===== src/rtl/exec_mon_pkg.sv =====
// exec_mon_pkg: shared FSM state encoding and status codes for exec_monitor
package exec_mon_pkg;
    typedef enum logic [2:0] {ST_HOLD, ST_RUN, ST_PASS, ST_FAIL, ST_TIMEOUT} state_t;
    localparam logic [1:0] STAT_RUN     = 2'b00;
    localparam logic [1:0] STAT_PASS    = 2'b01;
    localparam logic [1:0] STAT_FAIL    = 2'b10;
    localparam logic [1:0] STAT_TIMEOUT = 2'b11;
    function automatic logic [1:0] status_of(state_t s);
        return s == ST_PASS ? STAT_PASS : s == ST_FAIL ? STAT_FAIL :
               s == ST_TIMEOUT ? STAT_TIMEOUT : STAT_RUN;
    endfunction
endpackage


===== src/rtl/mon_counter.sv =====
// mon_counter: wrapping up-counter with enable and synchronous clear
module mon_counter #(
    parameter int W = 64
) (
    input  logic         clk,
    input  logic         rst_n,
    input  logic         en,
    input  logic         clr,
    output logic [W-1:0] cnt
);
    always_ff @(posedge clk or negedge rst_n) begin
        if (!rst_n) cnt <= '0;
        else if (clr) cnt <= '0;
        else if (en) cnt <= cnt + W'(1);
    end
endmodule


===== src/rtl/exec_monitor.sv =====
// exec_monitor: core reset sequencer, run counters, retire trace, tohost end-of-test and watchdog
module exec_monitor
    import exec_mon_pkg::*;
#(
    parameter int               XLEN        = 32,
    parameter int               CNT_W       = 64,
    parameter int               RST_CYCLES  = 4,
    parameter int               WDOG_CYCLES = 1024,
    parameter logic [XLEN-1:0]  TOHOST_ADDR = 32'h0000_1000,
    parameter logic [XLEN-1:0]  PC_OFFSET   = 32'h0001_00B0
) (
    input  logic             clk,
    input  logic             rst_n,
    input  logic             retire_valid,
    input  logic [XLEN-1:0]  retire_pc,
    input  logic             store_valid,
    input  logic [XLEN-1:0]  store_addr,
    input  logic [XLEN-1:0]  store_data,
    output logic             core_rst_n,
    output logic [CNT_W-1:0] cycle_cnt,
    output logic [CNT_W-1:0] instret_cnt,
    output logic [XLEN-1:0]  trace_pc,
    output logic             done,
    output logic [1:0]       status,
    output logic [XLEN-2:0]  fail_code
);
    localparam int HOLD_W = RST_CYCLES > 1 ? $clog2(RST_CYCLES) : 1;
    localparam int WDOG_W = $clog2(WDOG_CYCLES + 1);
    localparam logic [HOLD_W-1:0] HOLD_LAST = HOLD_W'(RST_CYCLES - 1);
    localparam logic [WDOG_W-1:0] WDOG_MAX  = WDOG_W'(WDOG_CYCLES);

    state_t            state, state_n;
    logic [HOLD_W-1:0] hold_cnt;
    logic [WDOG_W-1:0] wdog_cnt, wdog_nx;
    logic              run, retire, tohost;

    always_comb begin
        run     = state == ST_RUN;
        retire  = run && retire_valid;
        // even-valued tohost writes are console traffic and never terminate
        tohost  = run && store_valid && store_addr == TOHOST_ADDR && store_data[0];
        wdog_nx = retire ? '0 : wdog_cnt + WDOG_W'(1);
        state_n = (state == ST_HOLD && hold_cnt == HOLD_LAST) ? ST_RUN :
                  tohost ? (store_data == XLEN'(1) ? ST_PASS : ST_FAIL) :
                  (run && wdog_nx == WDOG_MAX) ? ST_TIMEOUT : state;
    end

    always_ff @(posedge clk or negedge rst_n) begin
        if (!rst_n) state <= ST_HOLD;
        else state <= state_n;
    end

    always_ff @(posedge clk or negedge rst_n) begin
        if (!rst_n) begin
            core_rst_n <= 1'b0;
            hold_cnt   <= '0;
            wdog_cnt   <= '0;
            trace_pc   <= '0;
            fail_code  <= '0;
        end else begin
            core_rst_n <= state_n != ST_HOLD;
            if (state == ST_HOLD) hold_cnt <= hold_cnt + HOLD_W'(1);
            if (run) wdog_cnt <= wdog_nx;
            if (retire) trace_pc <= retire_pc + PC_OFFSET;
            if (tohost && store_data != XLEN'(1)) fail_code <= store_data[XLEN-1:1];
        end
    end

    mon_counter #(.W(CNT_W)) u_cycle (
        .clk(clk), .rst_n(rst_n), .en(run), .clr(state == ST_HOLD), .cnt(cycle_cnt)
    );

    mon_counter #(.W(CNT_W)) u_instret (
        .clk(clk), .rst_n(rst_n), .en(retire), .clr(state == ST_HOLD), .cnt(instret_cnt)
    );

    assign status = status_of(state);
    assign done   = status != STAT_RUN;
endmodule


===== config.mk =====
export PLATFORM = sky130hd
export DESIGN_NAME = exec_monitor
export DESIGN_NICKNAME = d
export VERILOG_FILES = /design/src/rtl/exec_mon_pkg.sv /design/src/rtl/mon_counter.sv /design/src/rtl/exec_monitor.sv
export SDC_FILE = /design/constraint.sdc
export NUM_CORES = 1
export LEC_CHECK = 0
export ABC_CLOCK_PERIOD_IN_PS = 3100
export CORE_ASPECT_RATIO = 1.2
export CORE_MARGIN = 1
export CORE_UTILIZATION = 50
export CTS_BUF_LIST = sky130_fd_sc_hd__clkbuf_2
export DETAILED_ROUTE_END_ITERATION = 8
export PLACE_DENSITY = 0.83
export SLEW_MARGIN = 20
export SYNTH_ARGS = -nofsm -noshare
export SYNTH_HDL_FRONTEND = slang
export SYNTH_SLANG_ARGS = --single-unit

===== constraint.sdc =====
create_clock -name clk -period 3.1 [get_ports clk]
set_clock_uncertainty 0.15 [all_clocks]
set_input_delay 0.31 -clock clk [delete_from_list [all_inputs] [get_ports clk]]
set_output_delay 0.31 -clock clk [all_outputs]
set_load 0.03 [all_outputs]

-- Word-level counts from Yosys, hierarchy flattened
Index checks and enable logic that the tools add are counted.
- register bits after elaboration: 208
- bits in latches: 0
- memory bits (writable): 0
- ROM bits: 0
- output and inout bits: 195
- logic and storage cells: 46
- memories: 0
- add/subtract/negate cells: 5
- $mul: 0
- divide/modulo/power cells: 0
- magnitude comparators: 0
- equality and inequality tests: 9
- shift-type cells: 0
- muxes and demuxes: 12
- bitwise logic cells: 0
- reductions and logical operators: 12
- operators with widths (kind ; number):
    $mux W64 ; 4
    $add A64 B1 Y64 const B ; 2
    $add A32 B17 Y32 const B ; 1
    $eq A32 B1 Y1 const B ; 1
    $eq A32 B13 Y1 const B ; 1
    $ne A32 B1 Y1 const B ; 1
    $add A11 B1 Y11 const B ; 1
    $eq A11 B11 Y1 const B ; 1
    $mux W11 ; 1
    $mux W3 ; 3
    $logic_and A1 B1 Y1 ; 7
    $eq A3 B2 Y1 const B ; 2
    $mux W2 ; 3
    $reduce_bool A2 Y1 ; 3
    $eq A3 B1 Y1 const B ; 1
    $eq A3 B3 Y1 const B ; 1
    $logic_not A3 Y1 ; 1
    $reduce_bool A3 Y1 ; 1
    $add A2 B1 Y2 const B ; 1
    $eq A2 B2 Y1 const B ; 1
    $mux W1 ; 1

-- Depth between registers and ports, before layout
Gate-level depths: netlist of the first run.
- depth after elaboration: 9
- depth in mapped cells: 8
- gate-level depth less buffers: 7

-- Modules after synthesis
From an unflattened synthesis of the first run, not the netlist that was laid out.
- cell total of the unflattened synthesis: 1143
- area, all modules: 11028.1 um^2
- by module, submodules not included (module ; times used ; cells each ; area an instance (um^2) ; seq. area each (um^2)):
    mon_counter ; 2 ; 379 ; 3460.8 ; 1601.5
    exec_monitor ; 1 ; 385 ; 4106.4 ; 2001.9

-- Least setup slack after synthesis of the first run
No wires, ideal clock.
- kind: register to register
- start point: register u_instret.cnt[3]
- end point: register u_instret.cnt[35]
- library setup time: 0.078 ns
- arrival time: 2.235 ns
- required time: 2.872 ns
- path slack: 0.637 ns
- stages on the path, launching flop included: 7
- path buffers: 1
- period minus slack after synthesis: 2.463 ns
- path through: dfrtp_1 > nand4_1 > nor4_1 > nand3_1 > clkbuf_1 > or3_1 > a21oi_1
- word-level cells in the longest chain between the ends: 3
- RTL lines (item ; line ; source):
    from (decl) ; mon_counter.sv:9 ; output logic [W-1:0] cnt
    from (signal assigned) ; mon_counter.sv:14 ; else if (en) cnt <= cnt + W'(1);
    $add A64 B1 Y64 ; mon_counter.sv:14 ;
    $mux W64 ; mon_counter.sv:14 ;
    $mux W64 ; mon_counter.sv:13 ; else if (clr) cnt <= '0;
Every way passes these cells. The select of a mux whose other input is x is not followed.
A chain may end at the register's enable or synchronous reset.

-- Final worst setup path of the first run
- start point: register state[2]
- end point: output status[1]
- word-level cells in the longest chain between the ends: 4
- RTL lines (item ; line ; source):
    from (decl) ; exec_monitor.sv:32 ; state_t state, state_n;
    from (signal assigned) ; exec_monitor.sv:50 ; else state <= state_n;
    $eq A3 B3 Y1 ; exec_mon_pkg.sv:10 ; s == ST_TIMEOUT ? STAT_TIMEOUT : STAT_RUN;
    $mux W2 ; exec_mon_pkg.sv:10 ;
    $mux W2 ; exec_mon_pkg.sv:9 ; return s == ST_PASS ? STAT_PASS : s == ST_FAIL ? STAT_FAIL :
    $mux W2 (*) ; exec_mon_pkg.sv:9 ;
    to (decl) ; exec_monitor.sv:24 ; output logic [1:0] status,
Mark *: on every way between the ends. The rest lies on a longest branch, timed or not.

==> run summary, run 1 <==
Met1 Usage GRT = 0.3366
IO Port Bufs = 294
RSZ-0062 raised after global routing = false
Net Switching = 1.247 mW
Reg power frac = 0.563
Synth Flop Type = dfrtp_1
Clock Latency Late Sink = 0.80 ns
R2R Path Start = state[1]
Fillers = 1531
Period utilisation layout = 0.9141
Largest net degree at the start of global routing = 83
Slew @ Worst Pin = 0.6367 ns
Total Wirelength = 31200 um
Critical path buffers and inverters = 2
Number of synthesized register bits = 208
Setup slack, reg-to-reg = 0.42 ns
Vias per cell = 5.841
Fin. Hold Viols = 0
Crit path capture type = output port
CTS resizes = 0
GRT overflow = 0
Worst setup SP type = flop
Layout cells sized above 1 = 0.1063
WP data required = 2.64 ns
Die area = 21510 um2
Post-synthesis instance total = 1092
Combinational fraction of design power = 0.068
Synth Warn # = 0
Syn nets = 1197
Final cell count without fillers = 1753
Final setup TNS = 0 ns
Peak Freq = 0.3529 GHz
DIE HEIGHT = 160.5 um
Number of stages on the worst setup path = 4
Internal = 3.573 mW
Outcome = finished, final reports clean
Biggest cell delay along the critical path = 0.69 ns
Antenna-violating nets left = 0
First-iteration detailed-routing DRC count = 766
Net Sw Frac = 0.2586
Max VDD drop = 0.0002410 V
Die Wd = 134.0 um
Met2 Use GR = 0.5033
Total GRT Usage = 0.2929
Worst setup path endpoint = status[1]
Most common cell after layout, fill and taps aside = clkdlybuf4s50_1
Post-DP HPWL = 21280 um
Final slew viol count = 0
Top delay family on crit path = buffers and inverters
Crit. Startpoint = state[2]
Worst-path cell with the longest stage delay = clkdlybuf4s50_1
Post-synth cell types = 52
# rows = 57
R2R depth = 7
Htree depth = 2
Setup Buffers After CTS = 0
Reg2reg end = u_instret.cnt[63]
# DRC = 0
Wirelength per Cell = 17.80 um
Mapped cell area = 10460 um2
Number of synthesized flops with an enable pin = 0
Clk buf depth = 3
Vias in the first global route = 10160
GRT met3 Usage = 0.07292
NumNets Final = 1560
Core area = 20400 um2
Max-slew headroom = 0.5740
GRT busiest layer = met2
Share of the yosys chip area belonging to registers = 0.4975
Max Fanout on Critical Path = 11
Initial Util = 0.5129
CTS root buf = clkbuf_2
Clock power share = 0.369
Routed vias = 10240
First-pass GRT wire length = 50670 um
Avg Inst Size Synth = 9.580 um2
Initial DRT Pass Iterations = 5
Pleak = 6.185 nW
Antenna violations before repair = 1
Inst Count DP = 1631
CTS tree = done
WS Path Type = reg2out
Hold_buf cts = 36
Class of the worst hold path = in2reg
Routability cong. = 0.8700
Crit-path cells = buf_4 > nor2b_1 > a22o_1 > clkdlybuf4s50_1
Clock slew at reported path FFs = 0.11 ns
Fin crit period = 2.834 ns
Critical path data arrival time = 2.37 ns
Layout Area Growth over Synthesis = 40.09%
CTS Buf Count = 51
Setup Viol. Count Final = 0
Asr flop ratio synth = 1.000
Clock sink total = 208
Most frequent cells in the layout = clkdlybuf4s50_1 (293), dfrtp_1 (208), nand2_1 (130), o21ai_0 (88), clkbuf_2 (69)
MaxCap Viol Count = 0
Pwr Density = 328.9 nW/um2
Ports = 295
[layer usage]
metal	up-vias	wire (um)
met3	100	2378
met1	4930	11700
li1	4761	-
met4	0	1538
met5	-	0
met2	448	15580
[worst min path at each step]
stage | start | end | slack (ns) | cells past startpoint
after floorplan | rst_n | core_rst_n | -0.14 | 0
after global placement | rst_n | fail_code[21] | 0.22 | 1
after detailed placement | rst_n | fail_code[21] | 0.21 | 1
after CTS | store_data[22] | fail_code[21] | 0.0005 | 2
after global routing | retire_pc[30] | trace_pc[30] | 0.005 | 3
final | retire_pc[30] | trace_pc[30] | 0.07 | 3
[per-stage QoR]
step                cell area, um2  total power, mW  hold slack, ns    util  setup WS [ns]
finish                       14660            4.820         0.07330  0.7185         0.2664
global route                 14660            5.049        0.004712  0.7185         0.1097
CTS                          14650            4.869       0.0004504  0.7184         0.1599
detailed placement           13840            3.046          0.2124  0.6786         0.2587
global placement             13840            3.042          0.2153  0.6786         0.3259
floorplan                    10460            2.822         -0.1356       -         0.6371
[flip-flops by register name, summed over array words and instances, names as in the netlist]
| register | count |
|---|---|
| trace_pc | 32 |
| hold_cnt | 2 |
| state | 3 |
| wdog_cnt | 11 |
| u_instret.cnt | 64 |
| u_cycle.cnt | 64 |
| core_rst_n | 1 |
| fail_code | 31 |
[synthesized netlist by cell type, types with 2 or more instances]
| cell type | count | area share |
|---|---|---|
| nor3_2 | 2 | 0.0019 |
| or4_1 | 12 | 0.0086 |
| nor4_2 | 2 | 0.0024 |
| buf_1 | 2 | 0.00072 |
| or3_1 | 38 | 0.023 |
| o211ai_1 | 24 | 0.017 |
| nand3_1 | 63 | 0.030 |
| nor4_1 | 24 | 0.014 |
| mux2_2 | 32 | 0.034 |
| nand4_1 | 57 | 0.034 |
| ha_1 | 5 | 0.0060 |
| or2_2 | 7 | 0.0042 |
| o21ai_0 | 88 | 0.042 |
| a21o_1 | 2 | 0.0014 |
| xnor2_1 | 25 | 0.021 |
| nor2b_1 | 2 | 0.0012 |
| nand2b_1 | 3 | 0.0018 |
| nor2_1 | 66 | 0.024 |
| a31o_2 | 3 | 0.0025 |
| nor3b_1 | 3 | 0.0022 |
| xor2_1 | 38 | 0.032 |
| mux2i_1 | 26 | 0.025 |
| and2_1 | 9 | 0.0054 |
| o31ai_1 | 25 | 0.018 |
| nor3_1 | 23 | 0.011 |
| or4b_2 | 2 | 0.0019 |
| a21oi_1 | 51 | 0.024 |
| dfrtp_1 | 208 | 0.50 |
| and3_1 | 15 | 0.0090 |
| nor4bb_1 | 2 | 0.0019 |
| inv_1 | 19 | 0.0068 |
| nor4b_1 | 4 | 0.0033 |
| clkbuf_1 | 45 | 0.016 |
| o2111ai_1 | 6 | 0.0050 |
| nand2_1 | 131 | 0.047 |
| a211oi_1 | 2 | 0.0014 |
| and4_1 | 11 | 0.0092 |
[power by group through the flow]
| stage | Combinational [mW] | Sequential [mW] | Clock [mW] |
|---|---|---|---|
| detailed placement | 0.280 | 2.77 | 0 |
| global placement | 0.276 | 2.77 | 0 |
| CTS | 0.322 | 2.71 | 1.83 |
| finish | 0.327 | 2.71 | 1.78 |
| floorplan | 0.0556 | 2.77 | 0 |
| global route | 0.354 | 2.71 | 1.98 |
[layout make-up]
| class | instances | area (um2) | share of cell area |
|---|---|---|---|
| multi-input cells | 817 | 5026 | 0.3430 |
| flip-flops and latches | 208 | 5205 | 0.3552 |
| inverters | 19 | 71.32 | 0.004866 |
| diodes | 1 | 2.502 | 0.0001708 |
| clock inverters | 16 | 88.84 | 0.006062 |
| clock buffers | 69 | 345.3 | 0.02356 |
| repair buffers | 358 | 3585 | 0.2446 |
| well taps | 265 | 331.6 | 0.02262 |
[kinds of logic after synthesis]
kind of cell / Yosys count / synth area share
xor+xnor: 63 / 0.05274
fa+ha+maj: 5 / 0.005980
buf+inv: 67 / 0.02416
compound gates: 208 / 0.1170
mux: 58 / 0.05932
flops: 208 / 0.4975
simple gates: 483 / 0.2433
[worst reg2reg max path: cells and delay by family, from the launching register on]
family	cells	cell delay (ns)
buf+inv	2	0.36
compound gates	1	0.15
simple gates	4	1.59
flops	1	0.39
No activity file was read; power rests on OpenSTA's default activity.
==> inputs of run 2 (changes only) <==
CTS_CLUSTER_SIZE = 28   (was default)
SLEW_MARGIN = 40   (was 20)
==> run 2 against run 1 <==
Against the previous run:
- sequential cell count is the same
- utilization stayed put
- register-to-register slack got worse by 0.03 ns
- cell area is the same
- global-route usage unchanged
- first-iteration DRC count decreased by 5.4%
- combinational power about the same
- worst hold slack about the same
- critical path type unchanged
- largest cell class unchanged
- largest power group unchanged
- highest routed layer unchanged
==> run summary, run 2 (synthesis gave the netlist of run 1 again) <==
Pwr Density = 328.9 nW/um2 (about the same)
Slew @ Worst Pin = 0.6603 ns (+0.02361 ns)
Top Registers = u_cycle.cnt (64), u_instret.cnt (64), trace_pc (32)
IO Port Bufs = 294 (unchanged)
Ports = 295 (unchanged)
Net Switching = 1.247 mW (about the same)
Clock power share = 0.369 (about the same)
CTS root buf = clkbuf_2
Fin. Hold Viols = 0 (unchanged)
Initial DRT Pass Iterations = 5 (unchanged)
GRT busiest layer = met2
Core area = 20400 um2 (unchanged)
# DRC = 0 (unchanged)
Layout Area Growth over Synthesis = 40.09% (unchanged)
GRT overflow = 0 (unchanged)
Antenna-violating nets left = 0 (unchanged)
Setup Viol. Count Final = 0 (unchanged)
Hold_buf cts = 36 (unchanged)
# rows = 57 (unchanged)
GRT met3 Usage = 0.07292 (unchanged)
DIE HEIGHT = 160.5 um (unchanged)
Die Wd = 134.0 um (unchanged)
Net Sw Frac = 0.2587 (about the same)
Met1 Usage GRT = 0.3366 (unchanged)
Wirelength per Cell = 17.80 um (unchanged)
Fin crit period = 2.833 ns (-0.0006050 ns)
Critical path data arrival time = 2.37 ns (about the same)
Fillers = 1531 (unchanged)
Most frequent cells in the layout = clkdlybuf4s50_1 (293), dfrtp_1 (208), nand2_1 (130), o21ai_0 (88), clkbuf_2 (69)
Final setup TNS = 0 ns (unchanged)
Setup Buffers After CTS = 0 (unchanged)
Clock sink total = 208 (unchanged)
Post-DP HPWL = 21280 um (unchanged)
Max Fanout on Critical Path = 11 (unchanged)
CTS tree = done
Largest net degree at the start of global routing = 83 (unchanged)
Initial Util = 0.5129 (unchanged)
Antenna violations before repair = 1 (unchanged)
Pleak = 6.185 nW (unchanged)
Max VDD drop = 0.0002401 V (-0.38%)
Met2 Use GR = 0.5033 (unchanged)
WS Path Type = reg2out
Clock slew at reported path FFs = 0.12 ns (about the same)
Total Wirelength = 31200 um (unchanged)
Most common cell after layout, fill and taps aside = clkdlybuf4s50_1
Htree depth = 2 (unchanged)
CTS resizes = 0 (unchanged)
CTS Buf Count = 51 (unchanged)
Layout cells sized above 1 = 0.1063 (unchanged)
Combinational fraction of design power = 0.068 (about the same)
Routability cong. = 0.8700 (unchanged)
Die area = 21510 um2 (unchanged)
Period utilisation layout = 0.9139 (about the same)
Max-slew headroom = 0.5564 (-0.01762)
Routed vias = 10250 (+0.11%)
Worst setup SP type = flop
First-iteration detailed-routing DRC count = 725 (-5.4%)
Internal = 3.573 mW (unchanged)
Clock Latency Late Sink = 0.80 ns (about the same)
First-pass GRT wire length = 50670 um (unchanged)
Vias per cell = 5.847 (+0.11%)
Setup slack, reg-to-reg = 0.39 ns (-0.03 ns)
Clk buf depth = 3 (unchanged)
RSZ-0062 raised after global routing = false
Peak Freq = 0.3530 GHz (about the same)
Reg power frac = 0.563 (about the same)
NumNets Final = 1560 (unchanged)
Area post-placement = 13840 um2 (unchanged)
Design area = 14660 um2 (unchanged)
Outcome = finished, final reports clean
Total GRT Usage = 0.2929 (unchanged)
Vias in the first global route = 10160 (unchanged)
Class of the worst hold path = in2reg
WP data required = 2.64 ns (about the same)
MaxCap Viol Count = 0 (unchanged)
Crit path capture type = output port
Final slew viol count = 0 (unchanged)
## run 2: cell counts in the layout (fill, tap and decap cells not counted)
Identical to the previous run, type by type.
## run 2: per-layer routing
layer | part of all wire | vias to the layer above
met4 | 0.049 | 0
met1 | 0.37 | 4947
met5 | 0 | -
met2 | 0.50 | 445
li1 | - | 4763
met3 | 0.079 | 95
## run 2: worst paths after layout
kind / from / to / depth (start not counted)
worst min register to register: u_cycle.cnt[63] / u_cycle.cnt[63] / 1
worst max-delay path: state[2] / status[1] / 4
max in group asynchronous: rst_n / u_cycle.cnt[16] / 4
worst max register to register: u_cycle.cnt[0] / u_cycle.cnt[38] / 6
min in group asynchronous: rst_n / fail_code[17] / 4
worst min-delay path: retire_pc[30] / trace_pc[30] / 3
## run 2: power groups by stage
stage	logic [mW]	clock network [mW]	registers, mW
finish	0.328	1.78	2.71
global route	0.354	1.98	2.71
CTS	0.322	1.83	2.71
detailed placement	0.280	0	2.77
global placement	0.276	0	2.77
floorplan	0.0556	0	2.77
## run 2: final cells by class
| class | instances | area, um2 | area share |
|---|---|---|---|
| repair buffers | 358 | 3585 | 0.2446 |
| clock inverters | 16 | 88.84 | 0.006062 |
| well taps | 265 | 331.6 | 0.02262 |
| flip-flops and latches | 208 | 5205 | 0.3552 |
| inverters | 19 | 71.32 | 0.004866 |
| diodes | 1 | 2.502 | 0.0001708 |
| clock buffers | 69 | 345.3 | 0.02356 |
| multi-input cells | 817 | 5026 | 0.3430 |
## run 2: through the flow
| stage | worst slack, ns | power (mW) | util | instances | hold WS [ns] |
|---|---|---|---|---|---|
| finish | 0.2670 | 4.821 | 0.7185 | 1753 | 0.07280 |
| global route | 0.1097 | 5.049 | 0.7185 | 1753 | 0.004712 |
| CTS | 0.1599 | 4.869 | 0.7184 | 1752 | 0.0004504 |
| detailed placement | 0.2587 | 3.046 | 0.6786 | 1631 | 0.2124 |
| global placement | 0.3259 | 3.042 | 0.6786 | 1631 | 0.2153 |
| floorplan | 0.6371 | 2.822 | - | 1092 | -0.1356 |
## run 2: critical path, stage by stage, from the launching register on
cell	delay, ns
dfrtp_1	0.43
buf_4	0.19
nor2b_1	0.15
a22o_1	0.16
clkdlybuf4s50_1	0.69
